$ cat src/rtl/dacctrl_pkg.sv
// rtl/dacctrl_pkg.sv - shared constants, state type and helpers for the DAC-control receiver
package dacctrl_pkg;

    localparam int FRAME_W = 16;
    localparam int HDR_W = 5;
    localparam logic [HDR_W-1:0] HDR = 5'b11111;
    localparam int ADDR_LSB = 9;
    localparam int MARK_BIT = 8;

    typedef enum logic [1:0] {
        IDLE,
        SHIFT,
        CHECK
    } state_t;

    function automatic int cell_len(input int psdac);
        return 1 << (psdac + 1);
    endfunction

endpackage

$ cat src/rtl/dacctrl_rx_frontend.sv
// rtl/dacctrl_rx_frontend.sv - line synchroniser, 3-deep history, cell-end and sampled-bit decode
module dacctrl_rx_frontend #(
    parameter int SYNC_STAGES = 2
) (
    input  logic clk,
    input  logic rst,
    input  logic line,
    output logic cell_end,
    output logic sample_bit
);

    logic [SYNC_STAGES-1:0] sync;
    logic [2:0]             hist;

    always_ff @(posedge clk) begin
        if (rst) begin
            sync <= '0;
            hist <= '0;
        end else begin
            sync <= {sync[SYNC_STAGES-2:0], line};
            hist <= {hist[1:0], sync[SYNC_STAGES-1]};
        end
    end

    // The only falling edge in a cell follows the 1-clk high strobe, so the
    // level two samples before the edge is the data level of that cell.
    assign cell_end   = hist[1] & ~hist[0];
    assign sample_bit = hist[2];

endmodule

$ cat src/rtl/dacctrl_rx.sv
// rtl/dacctrl_rx.sv - DAC-control stream receiver: frame recovery, header check, shadow registers
module dacctrl_rx
    import dacctrl_pkg::*;
#(
    parameter int PSDAC          = 8,
    parameter int SYNC_STAGES    = 2,
    parameter int TIMEOUT_CYCLES = 2 * cell_len(PSDAC)
) (
    input  logic        clk,
    input  logic        rst,
    input  logic        dacctrl_i,
    output logic        frame_valid_o,
    output logic        frame_err_o,
    output logic [1:0]  addr_o,
    output logic [7:0]  data_o,
    output logic        busy_o,
    output logic [31:0] regs_o
);

    localparam int TW = $clog2(TIMEOUT_CYCLES + 1);

    state_t             state, state_n;
    logic [FRAME_W-1:0] shreg;
    logic [4:0]         cnt;
    logic [TW-1:0]      tcnt;
    logic               cell_end, sample_bit;
    logic               hdr_ok, timeout, valid_n, err_n;
    logic [1:0]         f_addr;
    logic [7:0]         f_data;

    dacctrl_rx_frontend #(
        .SYNC_STAGES(SYNC_STAGES)
    ) u_frontend (
        .clk       (clk),
        .rst       (rst),
        .line      (dacctrl_i),
        .cell_end  (cell_end),
        .sample_bit(sample_bit)
    );

    assign hdr_ok = (shreg[FRAME_W-1 -: HDR_W] == HDR) && shreg[MARK_BIT];
    assign f_addr = shreg[ADDR_LSB +: 2];
    assign f_data = shreg[7:0];
    assign busy_o = (state != IDLE);

    always_ff @(posedge clk) begin
        if (rst) state <= IDLE;
        else     state <= state_n;
    end

    // A cell end coincident with the expiry cycle keeps the frame alive.
    always_comb begin
        state_n = state;
        timeout = 1'b0;
        valid_n = 1'b0;
        err_n   = 1'b0;
        case (state)
            IDLE: begin
                if (cell_end) state_n = SHIFT;
            end
            SHIFT: begin
                if (cell_end) begin
                    if (cnt == 5'(FRAME_W - 1)) state_n = CHECK;
                end else if (tcnt == TW'(TIMEOUT_CYCLES - 1)) begin
                    timeout = 1'b1;
                    err_n   = 1'b1;
                    state_n = IDLE;
                end
            end
            CHECK: begin
                valid_n = hdr_ok;
                err_n   = ~hdr_ok;
                state_n = cell_end ? SHIFT : IDLE;
            end
            default: state_n = IDLE;
        endcase
    end

    always_ff @(posedge clk) begin
        if (rst) begin
            shreg         <= '0;
            cnt           <= '0;
            tcnt          <= '0;
            frame_valid_o <= 1'b0;
            frame_err_o   <= 1'b0;
            addr_o        <= '0;
            data_o        <= '0;
            regs_o        <= '0;
        end else begin
            frame_valid_o <= valid_n;
            frame_err_o   <= err_n;
            if (cell_end) begin
                shreg <= {shreg[FRAME_W-2:0], sample_bit};
                cnt   <= (state == SHIFT) ? cnt + 5'd1 : 5'd1;
                tcnt  <= '0;
            end else if (state == SHIFT && !timeout) begin
                tcnt <= tcnt + 1'b1;
            end
            if (valid_n) begin
                addr_o                       <= f_addr;
                data_o                       <= f_data;
                regs_o[{f_addr, 3'b000} +: 8] <= f_data;
            end
        end
    end

endmodule

$ cat config.mk
export PLATFORM = sky130hd
export DESIGN_NAME = dacctrl_rx
export DESIGN_NICKNAME = d
export VERILOG_FILES = /design/src/rtl/dacctrl_pkg.sv /design/src/rtl/dacctrl_rx_frontend.sv /design/src/rtl/dacctrl_rx.sv
export SDC_FILE = /design/constraint.sdc
export NUM_CORES = 1
export LEC_CHECK = 0
export BUFFER_PORTS_ARGS = -buffer_cell sky130_fd_sc_hd__buf_2
export CORE_UTILIZATION = 50
export DETAILED_ROUTE_END_ITERATION = 8
export GPL_TIMING_DRIVEN = 0
export PLACE_DENSITY = 0.71
export SLEW_MARGIN = 20
export SYNTH_ARGS = -nofsm -noshare
export SYNTH_HDL_FRONTEND = slang
export SYNTH_HIERARCHICAL = 1
export SYNTH_SLANG_ARGS = --single-unit
$ cat constraint.sdc
create_clock -name clk -period 3.7 [get_ports clk]
set_input_delay 0.37 -clock clk [delete_from_list [all_inputs] [get_ports clk]]
set_output_delay 0.37 -clock clk [all_outputs]
set_load 0.01 [all_outputs]
# Word level (Yosys, flattened, before mapping)
# Index checks and enable logic that the tools add are counted.
word_totals:
  wordCells: 47
  input_bits: 3
  out_inout_bits: 45
  ff_bits: 83
classes:
  n_bitwise: 3
  n_shift: 2
  n_addsub: 3
  eq_ne: 8
  mux: 13
  n_reduce_logical: 7
op_table:
  columns: ["op", "count"]
  rows:
  - ["32-bit bitwise mux", 1]
  - ["8-bit by 7-bit variable shift with 32-bit output (first input constant)", 1]
  - ["8-bit by 7-bit indexed part select with 32-bit output", 1]
  - ["11-bit by 1-bit adder with 11-bit output (second input constant)", 1]
  - ["11-bit by 10-bit equality test with 1-bit output (second input constant)", 1]
  - ["2-bit 2-to-1 mux", 4]
  - ["5-bit negator with 7-bit output", 1]
  - ["3-bit inequality test (second input constant)", 2]
  - ["2-bit case mux with 3 select lines", 1]
  - ["5-bit by 1-bit adder with 5-bit output (second input constant)", 1]
  - ["5-bit by 4-bit equality test with 1-bit output (second input constant)", 1]
  - ["5-bit equality test (second input constant)", 1]
  - ["1-bit 2-to-1 mux", 5]
  - ["5-bit 2-to-1 mux", 1]
  - ["3-bit AND reduction", 1]
  - ["2-bit by 1-bit equality test with 1-bit output (second input constant)", 1]
  - ["2-bit equality test (second input constant)", 1]
  - ["1-bit logical AND", 2]
  - ["2-bit logical NOT", 1]
  - ["2-bit inequality test (second input constant)", 1]
  - ["1-bit inverter", 2]
  - ["1-bit case mux with 2 select lines", 1]
  - ["2-bit nonzero test", 1]
  - ["2-bit OR reduction", 1]
  - ["other kinds (2)", 2]

# Longest topological paths before layout
# Gate-level depths: netlist of the first run.
logic_depth:
  depth_word: 6
  depth_mapped: 7
  ltp_nobuf: 6

# Modules after synthesis
# The synthesis of the first run kept the hierarchy.
modules_own_cells:
  columns: ["mod", "cells_per_inst", "instances", "seq_area_each_um2", "area_per_inst_um2"]
  rows:
  - ["dacctrl_rx", 365, 1, 1561.5, 3316.9]
  - ["dacctrl_rx_frontend", 11, 1, 100.1, 140.1]

# Worst setup path after synthesis of the first run
# No wires, ideal clock.
synth_path:
  kind: "reg-to-reg"
  from: "register shreg[9]"
  to: "register regs_o[5]"
  path_stages_with_launch: 7
  t_required_ps: 3630
  period_less_slack_ps: 1759
  path_buffers: 1
  setup_ps: 70
  setup_slack_ps: 1941
  arrival_time_ps: 1689
  path_cell_list: "dfxtp_1 > buf_4 > inv_1 > ha_1 > nor3b_1 > nand4_1 > a21oi_1"
synth_between:
  elab_chain_cells: 3
  elab_cells_between_ends: 4
  cone_classes: "add/sub: 1; shift: 2; mux: 1"
synth_rtl:
  columns: ["element", "line", "text"]
  rows:
  - ["start: declaration", "dacctrl_rx.sv:23", "logic [FRAME_W-1:0] shreg;"]
  - ["start signal: assignment", "dacctrl_rx.sv:93", "shreg <= {shreg[FRAME_W-2:0], sample_bit};"]
  - ["5-bit negator with 7-bit output *", "dacctrl_rx.sv:102", "regs_o[{f_addr, 3'b000} +: 8] <= f_data;"]
  - ["8-bit by 7-bit indexed part select with 32-bit output or 8-bit by 7-bit variable shift with 32-bit output (tied branches)", "dacctrl_rx.sv:102", null]
  - ["32-bit bitwise mux *", "dacctrl_rx.sv:102", null]
  - ["end signal: indexed assignment", "dacctrl_rx.sv:102", null]
  - ["end: declaration", "dacctrl_rx.sv:17", "output logic [31:0] regs_o"]
# Every way passes the cells marked *; elsewhere a longest branch is shown, timed or not.
# A chain may end at the register's enable or synchronous reset.

# Worst setup path after layout of the first run
layout_path:
  from: "register shreg[9]"
  to: "register regs_o[0]"
# Same word-level chain as after synthesis.

==> flow_summary.ini, run 1 <==
[run_status]
status = complete, no violations

[sta]
finalHoldViolCount = 0
final.setup.tns_ns = 0
final-max-slew-violation-count = 0
fin_skew_ns = 0.01224
clock.fmax_mhz = 453.2
setup_ws_ns = 1.494
timing.final.crit_share_pct = 59.63
max_slew.worst_pin.slew_ns = 0.9030
rsz0062_at_grt = false
layout_min_cycle_time_ns = 2.206
setup_viol = 0
slew_headroom_pct = 39.67

[power]
irDropWorstVdd_uv = 232.9
power_density_nw_per_um2 = 414.1
static-leakage-power_nw = 1.549
total_power_w = 0.001658

[run]
drv_cap = 0

[setup_path]
path_class = reg -> reg
path_cells = buf_4 -> inv_1 -> ha_1 -> nor3b_1 -> nand4_1 -> a21oi_1
end_kind = flip-flop
crit_path_start_kind = flip-flop
max_stage_delay_ns = 0.74
cp_max_fo = 8
critPathArrivalTime_ns = 2.50
critPathSlowestCell = nor3b_1
cp_data_required_time_ns = 4.00

[drt]
drt_iter0_drc = 239
drt_wl_total_mm = 7.889
vias = 2886
drt-pass1-iter-count = 4
wl_per_cell_um = 15.29
drc = 0
postRouteAntennaNets = 0
via_per_inst = 5.593

[finish]
finish.utilization_pct = 61.63
final_nets = 449
fillCellCount = 560
area_growth_pct = 15.78
regArea_um2 = 1662
n_antenna_cell = 0
drive_gt1_share_pct = 18.91
multiInputGateArea_um2 = 1607

[global_routing]
grt_pass1_wl_mm = 12.63
gr-usage-met3_pct = 7.004
gr-usage-met1_pct = 32.92
antenna_found_initial = 0
overflow = 0
grt_use_total_pct = 22.78
grt_max_degree = 14
busiest_layer = met1
grtUsageMet2_pct = 32.04
grt_pass1_vias = 2531

[clock_network]
clk_latency_ns = 0.37
clkTransAtPathRegs_ns = 0.09
numCtsBuffers = 9
tritoncts = built
cts_setup_buffers = 0
numClockSinks = 83
root_buffer = clkbuf_8
ctsHoldBuffers = 0
cts_buffer_depth = 2
htreeDepth = 3
cts_resized = 0

[die]
rows = 29
start_util_pct = 53.23
ios = 48
die-height_um = 85.15
die_x_um = 85.15
core_um2 = 6495
die_area_um2 = 7251

[synth]
yosysUniqueCellTypes = 42
synth_top_area_cell = dfxtp_1
yosysTopAreaCellShare_pct = 48.06
synth_seq_cells = 83
ys_warn_count = 6
syn_inst = 376
yosysSeqAreaShare_pct = 48.06
syn_nets = 391
yosys-top-cells-area = dfxtp_1, mux2i_1, nand4_1
syn_area_um2 = 3457
postSynthAreaPerCell_um2 = 9.194

[worst_hold_path]
hold_path.class = in -> reg

[place]
preCtsSetupSlack_ns = 1.607
dpl.hpwl_mm = 5.306
io_buffers = 47
place.gp.congestion = 0.7846
-- final cells by class --
type | count | area share [%]
plain buffers | 26 | 3.876
clock buffers | 13 | 4.220
clock inverters | 3 | 1.125
inverters | 9 | 0.8440
multi-input cells | 258 | 40.14
flip-flops and latches | 83 | 41.51
well taps | 77 | 2.407
repair buffers | 47 | 5.877
-- stage by stage --
stage	hold slack (ns)	instance area (µm²)	cells
2_1_floorplan	0.4138	3457	376
3_3_place_gp	0.4168	3789	500
3_5_place_dp	0.4285	3789	500
4_1_cts	0.2300	4003	516
5_1_grt	0.2260	4003	516
6_report	0.2380	4003	516
-- cells in the mapped netlist --
cell and number:
nand3_1 9, a21oi_1 42, nor2b_1 6, a311oi_4 1, and3_1 5, and2_0 1, a31oi_1 3, inv_1 9
nor3b_2 1, nand4_2 1, and4bb_1 1, buf_6 6, xnor2_1 2, mux2i_1 26, buf_2 4, a21o_2 2
xor2_1 1, o22a_1 1, dfxtp_1 83, a31o_2 1, a41oi_1 2, a22oi_1 1, a41o_1 1, clkbuf_1 10
nand2b_1 1, o22ai_1 1, ha_1 12, nor2_1 36, nand4_1 37, a211oi_1 1, and3b_1 1, nand2_1 42
nor3b_1 4, buf_1 4, or2b_2 1, o21ai_0 5, a211o_1 2, nor3_1 4, and2b_2 1, and4_1 2
buf_4 2, or2_2 1
-- routing by layer --
layer	routed length, µm	up-vias
met3	490	7
met2	3542	89
met4	81	0
met1	3775	1347
met5	0	-
li1	-	1443
-- state kept, by name (all words and copies together), names as in the netlist --
signal           cells
tcnt                11
addr_o               2
regs_o              32
data_o               8
frame_err_o          1
u_frontend/hist      3
frame_valid_o        1
u_frontend/sync      2
shreg               16
cnt                  5
state                2
-- path summary, 6_finish.rpt --
| kind | cells past startpoint | slack, ns | end | startpoint |
|---|---|---|---|---|
| worst max-delay path | 6 | 1.49 | regs_o[0] | shreg[9] |
| worst min-delay path | 2 | 0.24 | u_frontend/sync[1] | rst |
| worst max register to register | 6 | 1.49 | regs_o[0] | shreg[9] |
| worst min register to register | 1 | 0.44 | u_frontend/sync[1] | u_frontend/sync[0] |
-- cell usage in the layout, fill, tap and decap left out, types with 2 or more instances in the layout --
master,instances
nand3_1,9
nand4_1,37
and4_1,2
nand2_1,42
clkinvlp_4,2
a21o_2,2
a21oi_1,42
a31oi_1,3
dfxtp_1,83
buf_2,51
buf_6,6
xnor2_1,2
nor2b_1,6
nor3b_1,4
inv_1,9
ha_1,12
mux2i_1,26
clkbuf_1,11
o21ai_0,5
buf_4,2
nor3_1,4
nor2_1,36
clkbuf_8,12
and3_1,5
a211o_1,2
a41oi_1,2
buf_1,4
-- where the power goes --
part	internal [W]	switching [W]	total [W]
logic	0.0000205	0.0000407	0.0000612
clock network	0.000368	0.000326	0.000693
registers	0.000898	0.00000507	0.000903
total	0.00129	0.000371	0.00166
-- kinds of logic (layout without fill, tap and decap cells) --
| kind of cell | count (synthesis) | in the layout | synth area share (%) |
|---|---|---|---|
| AND/OR/NAND/NOR | 154 | 154 | 22.80 |
| flip-flops | 83 | 83 | 48.06 |
| AO/OA/AOI/OAI | 63 | 63 | 11.04 |
| buffers and inverters | 35 | 98 | 5.465 |
| multiplexers | 26 | 26 | 7.528 |
| adder cells (fa/ha/maj) | 12 | 12 | 4.343 |
| XOR/XNOR | 3 | 3 | 0.7602 |
-- critical path: cells and delay by family, from the launching register on --
family | cells | cell delay, ns
and+or+nand+nor | 2 | 0.96
DFF | 1 | 0.38
adders and majority gates | 1 | 0.35
buffers and inverters | 2 | 0.28
AOI/OAI and AO/OA | 1 | 0.18
No activity file was read; power rests on OpenSTA's default activity.
==> run 2: changes to the inputs <==
==> constraint.sdc (replaced) <==
create_clock -name clk -period 2.1 [get_ports clk]
set_input_delay 0.21 -clock clk [delete_from_list [all_inputs] [get_ports clk]]
set_output_delay 0.21 -clock clk [all_outputs]
set_load 0.01 [all_outputs]
==> flow_summary.ini, run 2 (synthesized netlist as in run 1, its figures left out) <==
[setup_path]
r2r_setup_slack_ns = 0.19
path_class = reg -> reg
worst-r2r-cell-count = 6
path_buf_inv = 2
end_kind = flip-flop
regToRegStartpoint = shreg[9]
cp_data_required_time_ns = 2.39
r2r-end = regs_o[15]
crit_family = simple AND/OR/NAND/NOR gates
cp_max_fo = 8
path_cells = buf_4 -> inv_1 -> ha_1 -> nor3b_2 -> nand4_1 -> a21oi_1
crit_path_start_kind = flip-flop
max_stage_delay_ns = 0.45
critPathArrivalTime_ns = 2.20
critPathSlowestCell = nor3b_2

[worst_hold_path]
whs_endpoint = u_frontend/sync[1]
hold_path.class = in -> reg
hold_depth = 2
min_from = rst

[global_routing]
grt_pass1_vias = 2533
overflow = 0
antenna_found_initial = 0
grt_max_degree = 14
grt_pass1_wl_mm = 12.61
grt_use_total_pct = 22.76

[sta]
clock.fmax_mhz = 523.3
timing.final.crit_share_pct = 91.00
finalHoldViolCount = 0
slew_headroom_pct = 64.67
final.setup.tns_ns = 0
max_slew.worst_pin.slew_ns = 0.5259
rsz0062_at_grt = false
layout_min_cycle_time_ns = 1.911
final-max-slew-violation-count = 0
setup_ws_ns = 0.1889
setup_viol = 0
fin_skew_ns = 0.01068

[power]
irDropWorstVdd_uv = 408.8
static-leakage-power_nw = 1.555
power_density_nw_per_um2 = 725.9
total_power_w = 0.002922

[run_status]
status = complete, no violations

[drt]
drt-pass1-iter-count = 4
drt_iter0_drc = 249
via_per_inst = 5.592
wl_per_cell_um = 15.31
postRouteAntennaNets = 0
drt_wl_total_mm = 7.915
drc = 0
vias = 2891

[finish]
final_common_cell = dfxtp_1
reg_top3 = regs_o (32), shreg (16), tcnt (11)
largest_reg_flops = 32
final_nets = 450
final_cell_mix = dfxtp_1, buf_2, nand2_1, a21oi_1, nand4_1
n_antenna_cell = 0
top_register = regs_o
drive_gt1_share_pct = 19.77
area_growth_pct = 16.43

[die]
die-height_um = 85.15
start_util_pct = 53.23
rows = 29
ios = 48
core_um2 = 6495
die_x_um = 85.15
die_area_um2 = 7251

[clock_network]
clkTransAtPathRegs_ns = 0.08
numCtsBuffers = 9
cts_buffer_depth = 2
ctsHoldBuffers = 0
root_buffer = clkbuf_8
clk_latency_ns = 0.36
htreeDepth = 3
tritoncts = built
numClockSinks = 83

[place]
place.gp.congestion = 0.7846
dpl.hpwl_mm = 5.306
io_buffers = 47
preCtsSetupSlack_ns = 0.006776

[run]
drv_cap = 0
run 2: worst max path at each step:
| stage | end | depth (start not counted) | slack, ns | startpoint |
|---|---|---|---|---|
| 4_1_cts | regs_o[29] | 6 | 0.02 | shreg[9] |
| 6_report | regs_o[15] | 6 | 0.19 | shreg[9] |
| 2_1_floorplan | regs_o[5] | 6 | 0.34 | shreg[9] |
| 3_3_place_gp | regs_o[3] | 6 | 0.06 | shreg[9] |
| 5_1_grt | regs_o[21] | 6 | 0.008 | shreg[9] |
| 3_5_place_dp | regs_o[0] | 6 | 0.007 | shreg[9] |
run 2: per-layer routing:
metal  up-vias  track usage (%)  wire length [µm]
li1       1442                -                 -
met1      1348            32.80              3739
met2        94            32.11              3557
met3         7            7.004               521
met4         0            7.858                97
met5         -                0                 0
run 2: cell type report:
cell class                      instances  area [µm²]
Buffer                                 26       155.1
Clock buffer                           13       168.9
Clock inverter                          3       45.04
Fill cell                             557        2470
Inverter                                9       33.78
Multi-Input combinational cell        258        1622
Sequential cell                        83        1662
Tap cell                               77       96.34
Timing Repair Buffer                   48       242.7
run 2: what timing repair did:
action                     4_1_cts  5_1_grt
pin swaps                        0        1
setup buffers                    0        1
cloned                           0        0
gates resized for setup          2        1
setup endpoints to repair        8        9
run 2: report_power, final:
| part | total, W | switching [W] | internal, W |
|---|---|---|---|
| combinational | 0.000109 | 0.0000724 | 0.0000362 |
| sequential | 0.00159 | 0.00000894 | 0.00158 |
| clock | 0.00122 | 0.000574 | 0.000648 |
| total | 0.00292 | 0.000656 | 0.00227 |
run 2: stage by stage:
step,utilization [%],area [µm²],instances,hold slack [ns]
2_1_floorplan,-,3457,376,0.2816
3_3_place_gp,58.33,3789,500,0.4168
3_5_place_dp,58.33,3789,500,0.4285
4_1_cts,61.78,4013,516,0.06997
5_1_grt,61.97,4025,517,0.06597
6_report,61.97,4025,517,0.07720
